## config.mk

```make
export PLATFORM = sky130hd
export DESIGN_NAME = clk_div_monitor
export DESIGN_NICKNAME = d
export VERILOG_FILES = /design/src/rtl/clk_div_mon_pkg.sv /design/src/rtl/clk_div_edge_det.sv /design/src/rtl/clk_div_monitor.sv
export SDC_FILE = /design/constraint.sdc
export NUM_CORES = 1
export LEC_CHECK = 0
export ABC_AREA = 1
export CAP_MARGIN = 10
export CORE_MARGIN = 4
export CORE_UTILIZATION = 50
export DETAILED_ROUTE_END_ITERATION = 6
export PLACE_DENSITY = 0.76
export RECOVER_POWER = 50
export SLEW_MARGIN = 10
export SYNTH_ARGS = -nofsm -noshare
export SYNTH_HDL_FRONTEND = slang
export SYNTH_SLANG_ARGS = --single-unit
export TNS_END_PERCENT = 30
```

## constraint.sdc

```tcl
create_clock -name clk -period 2.4 [get_ports clk]
set_input_delay 0.36 -clock clk [delete_from_list [all_inputs] [get_ports clk]]
set_output_delay 0.36 -clock clk [all_outputs]
set_load 0.005 [all_outputs]
```

## src/rtl/clk_div_mon_pkg.sv

```systemverilog
// clk_div_mon_pkg: FSM encodings and constants shared by the divider monitor
package clk_div_mon_pkg;
  typedef enum logic [1:0] {IDLE = 2'd0, WAIT_EDGE = 2'd1, MEASURE = 2'd2, LOCKED = 2'd3} state_t;
  localparam int LOCK_CNT_DEF = 4;
  localparam int TO_MULT = 2;
endpackage

```

## src/rtl/clk_div_edge_det.sv

```systemverilog
// clk_div_edge_det: samples the divided clock and flags its rising edge
// CLK_DIV_MON_SYNC_EN inserts a 2-flop synchronizer ahead of the sample register
module clk_div_edge_det (
  input  logic clk,
  input  logic rstn,
  input  logic d,
  output logic s,
  output logic rise
);
  logic q, s_d;
`ifdef CLK_DIV_MON_SYNC_EN
  logic [1:0] sy;
  always_ff @(posedge clk or negedge rstn)
    if (!rstn) sy <= '0;
    else sy <= {sy[0], d};
  assign q = sy[1];
`else
  assign q = d;
`endif
  always_ff @(posedge clk or negedge rstn)
    if (!rstn) {s, s_d} <= '0;
    else {s, s_d} <= {q, s};
  assign rise = s & ~s_d;
endmodule

```

## src/rtl/clk_div_monitor.sv

```systemverilog
// clk_div_monitor: measures period/high time of a divided clock, checks them against div_exp, tracks lock and errors
// CLK_DIV_MON_SYNC_EN allows clk_div_in from an unrelated clock (adds 2 cycles of latency)
module clk_div_monitor
  import clk_div_mon_pkg::*;
#(
  parameter int DIV_W = 8,
  parameter int LOCK_CNT = LOCK_CNT_DEF,
  parameter int ERR_W = 8
) (
  input  logic             clk,
  input  logic             rstn,
  input  logic             clk_div_in,
  input  logic             en,
  input  logic [DIV_W-1:0] div_exp,
  input  logic             clr_cnt,
  output logic             lock,
  output logic             err,
  output logic             timeout,
  output logic             cfg_err,
  output logic [ERR_W-1:0] err_cnt,
  output logic [DIV_W:0]   period_meas,
  output logic [DIV_W:0]   high_meas
);
  localparam int CW = DIV_W + 1;
  state_t st, st_n;
  logic [3:0] good, good_n;
  logic [CW-1:0] cnt, hcnt, per_exp, hi_exp, to_lim;
  logic s, rise, bad, act, match, ev, lock_n, to_n;
  clk_div_edge_det u_edge (.clk(clk), .rstn(rstn), .d(clk_div_in), .s(s), .rise(rise));
  assign per_exp = {1'b0, div_exp};
  assign hi_exp = CW'(div_exp >> 1);
  assign to_lim = CW'(per_exp * TO_MULT);
  assign bad = div_exp < DIV_W'(2);
  assign act = en && !bad && (st == MEASURE || st == LOCKED);
  assign match = cnt == per_exp && hcnt == hi_exp;
  always_comb begin
    st_n = st;
    good_n = good;
    lock_n = lock;
    to_n = timeout;
    ev = 1'b0;
    if (!en || bad) begin
      st_n = IDLE;
      good_n = '0;
      lock_n = 1'b0;
      to_n = 1'b0;
    end else if (st == IDLE) st_n = WAIT_EDGE;
    else if (st == WAIT_EDGE) begin
      if (rise) begin
        st_n = MEASURE;
        good_n = '0;
        to_n = 1'b0;
      end
    end else if (rise && match) begin
      good_n = st == LOCKED ? good : good + 4'd1;
      lock_n = good_n == 4'(LOCK_CNT);
      st_n = lock_n ? LOCKED : MEASURE;
    end else if (rise || cnt >= to_lim) begin
      // a stall drops back to edge search; a bad period restarts counting
      ev = 1'b1;
      good_n = '0;
      lock_n = 1'b0;
      st_n = rise ? MEASURE : WAIT_EDGE;
      to_n = !rise;
    end
  end
  always_ff @(posedge clk or negedge rstn)
    if (!rstn) begin
      st <= IDLE;
      good <= '0;
      lock <= 1'b0;
      timeout <= 1'b0;
      err <= 1'b0;
      cfg_err <= 1'b0;
      cnt <= '0;
      hcnt <= '0;
      err_cnt <= '0;
      period_meas <= '0;
      high_meas <= '0;
    end else begin
      st <= st_n;
      good <= good_n;
      lock <= lock_n;
      timeout <= to_n;
      err <= ev;
      cfg_err <= en && bad;
      cnt <= st == IDLE ? '0 : rise ? CW'(1) : &cnt ? cnt : cnt + CW'(1);
      hcnt <= st == IDLE ? '0 : rise ? CW'(1) : (s && !(&hcnt)) ? hcnt + CW'(1) : hcnt;
      err_cnt <= clr_cnt ? ERR_W'(ev) : err_cnt + ERR_W'(ev && !(&err_cnt));
      if (rise && act) begin
        period_meas <= cnt;
        high_meas <= hcnt;
      end
    end
endmodule

```

==> metrics.yaml, run 1 <==
min_path:
  hold_path.class: "input port to asynchronous set/reset pin"
placed_design:
  placed_cell_area_um2: 4014
  dp_slack_ns: -0.5737
  dp_hpwl_um: 6188
  numPortBuffers: 42
  place_congestion: 0.9216
  dpl.cell_count: 576
flow_run:
  drv_cap: 0
synth:
  yosysWarnings: 0
  syn_area_um2: 3262
  seq_area_frac_synth: 0.4296
  yosys.area.top_type_share: 0.4296
  syn_area_per_cell_um2: 7.621
  synth-seq-cells: 56
  synth_cell_types: 32
  syn-num-nets: 456
  syn_inst: 428
  yosysTopAreaCell: "dfrtp_1"
  synth.top_cells.by_area: "dfrtp_1 43%, nand2_1 14%, inv_1 6.2%"
floorplanning:
  die_h_um: 88.77
  ioPinCount: 43
  row_count: 29
  fp.dieW_um: 88.77
  dieArea_um2: 7880
  core_um2: 6350
  start_util: 0.5137
global_route:
  grt_pass1_wl_um: 13830
  antenna_found_initial: 0
  grt_remaining_overflow: 0
  grt_pass1_vias: 3043
  track_usage: 0.2274
  grt_max_degree: 32
clocking:
  numCtsBuffers: 5
  ctsHoldBuffers: 0
  cts.clk_slew.worst_paths_ns: 0.10
  cts_num_sinks: 56
  clockBufferDepth: 2
  clock_latency_ns: 0.31
  cts-root-buf: "clkbuf_8"
  htreeDepth: 2
  cts_tree: "yes"
worst_setup_path:
  crit_fanout: 3
  endpoint_kind: "register"
  cp_num_buf_inv: 3
  critPathArrivalTime_ns: 2.64
  slowest_stage: "dfrtp_1"
  crit_chain: "ha_4, inv_2, nor2_2, nand3_2, nand3_2, nor2_4, nor3_2, nand2_1, nor2_1, ha_2, nand4_1, inv_2, nand3_2, inv_2, a21oi_2, nor3_1"
  crit_family: "simple AND/OR/NAND/NOR gates"
  cp.required_ns: 2.63
  critPathMaxStageDelay_ns: 0.45
  path_class: "register to register"
  start_kind: "register"
detailed_routing:
  dr.pass1.iters: 5
  vias_per_cell: 5.194
  drt-initial-drc-count: 219
  drt-total-wl_um: 8473
  remaining_drc_errors: 0
  num_vias: 3111
  avgRoutedWirePerCell_um: 14.15
  ant_nets: 0
layout:
  layout_common_cells: "122 x nand2_1, 56 x dfrtp_1, 45 x inv_1, 39 x buf_4, 29 x nor2_1"
  fin_area_um2: 4337
  utilization: 0.6830
  n_fill_cell: 479
  fin_nets: 549
  fin_cells: 599
  multi_input_area_um2: 1694
  seqCellArea_um2: 1401
  syn2layout_area_growth_pct: 32.95
  diodes: 0
  post_route_cells_drive_above_1_share: 0.2261
  final_common_cell: "nand2_1"
pwr:
  ir_drop_mv: 0.4345
  p_leak_nw: 2.139
  powerDensity_nw_per_um2: 608.0
sta:
  worst_pin_slew_ns: 1.394
  hold_viol_final: 0
  clock_skew_ns: 0.01040
  finalSetupTns_ns: -0.006479
  finalMaxSlewViolations: 0
  rsz0062_at_grt: "true"
  setup_viol: 1
  setup_slack_ns: -0.006479
  maxSlewHeadroom: 0.07060
  fmax_mhz: 415.5
  min_period_ns: 2.406
  fin_crit_sh: 1.003
outcome:
  status: "complete, but fails checks"
  violations: "setup timing"
==> sequential cells by signal (all words and copies together), names as in the netlist, 2 cells and up <==
register and flops:
high_meas 9, cnt 9, period_meas 9, hcnt 9
err_cnt 8, good 4, st 2
==> metal layers <==
metal	track usage	vias to the layer above	routed length [um]
met5	0	-	0
met4	0.06319	0	126
met3	0.03445	14	612
met2	0.3954	95	4236
met1	0.2933	1452	3498
li1	-	1550	-
==> where the power goes <==
part | leakage (nW) | internal [W] | switching, W | total [W]
sequential | 0.766 | 0.00104 | 0.000114 | 0.00116
clock | 0.0510 | 0.000231 | 0.000308 | 0.000539
combinational | 1.32 | 0.000385 | 0.000555 | 0.000939
==> through the flow <==
step	total power [W]	hold slack, ns
floorplan	0.001725	0.06441
detailed placement	0.002058	0.4140
global route	0.002813	0.4535
global placement	0.002021	0.3984
finish	0.002637	0.3397
CTS	0.002610	0.06999
==> worst register-to-register path: cells and delay by family (launching register included) <==
| family | cells | cell delay (ns) |
|---|---|---|
| simple gates | 10 | 1.06 |
| fa+ha+maj | 2 | 0.52 |
| flops | 1 | 0.45 |
| buf+inv | 3 | 0.23 |
| compound gates | 1 | 0.06 |
==> cell type report <==
class,count,area share
Tap cell,77,0.02222
Sequential cell,56,0.3231
Multi-Input combinational cell,300,0.3907
Clock inverter,2,0.002308
Inverter,68,0.06001
Timing Repair Buffer,90,0.1826
Clock buffer,6,0.01904
==> Yosys cell counts (all sizes together) <==
library cell,number
nor3b,1
ha,15
or2,1
a22oi,1
xor2,1
a31oi,1
nand3b,3
o211ai,3
o21ai,36
nand3,29
inv,68
nor2,42
nand4,7
a21oi,23
nand2,127
xnor2,2
nor3,7
mux2,1
buf,4
dfrtp,56
==> kinds of logic (layout without fill, tap and decap cells) <==
family,after synthesis,in the layout,synth area share
DFF,56,56,0.4296
and+or+nand+nor,217,217,0.3103
adders and majority gates,15,15,0.05754
buffers and inverters,72,166,0.08592
xor gates and xnor gates,3,3,0.008057
AOI/OAI and AO/OA,64,64,0.1051
muxes,1,1,0.003452
==> worst paths after layout <==
| check | from | end | slack, ns | cells past startpoint |
|---|---|---|---|---|
| setup / recovery | cnt[4] | err_cnt[7] | -0.006 | 16 |
| hold / removal | rstn | period_meas[6] | 0.34 | 1 |
| setup reg to reg | cnt[4] | err_cnt[7] | -0.006 | 16 |
| hold reg to reg | u_edge.s | u_edge.s_d | 0.43 | 0 |
| max in group asynchronous | rstn | lock | 0.61 | 2 |
| min in group clk | u_edge.s | u_edge.s_d | 0.43 | 0 |
==> repair_timing <==
item                                    CTS  global route
pin swaps                                14            14
endpoints found under the setup margin    5             6
buffers inserted                         12             3
resized for setup                        25            22
(Power assumes the default switching activity.)
==> inputs of run 2 (changes only) <==
--- a/config.mk
+++ b/config.mk
@@ -16,4 +16,4 @@
 export SYNTH_ARGS = -nofsm -noshare
 export SYNTH_HDL_FRONTEND = slang
 export SYNTH_SLANG_ARGS = --single-unit
-export TNS_END_PERCENT = 30
+export TNS_END_PERCENT = 50
==> results of run 2 <==
The final DEF is identical to that of run 1; final timing and power are the same.
==> inputs of run 3 (changes only) <==
--- a/config.mk
+++ b/config.mk
@@ -16,4 +16,4 @@
 export SYNTH_ARGS = -nofsm -noshare
 export SYNTH_HDL_FRONTEND = slang
 export SYNTH_SLANG_ARGS = --single-unit
-export TNS_END_PERCENT = 50
+export TNS_END_PERCENT = 5
==> results of run 3 <==
The final DEF is identical to that of run 1; final timing and power are the same.
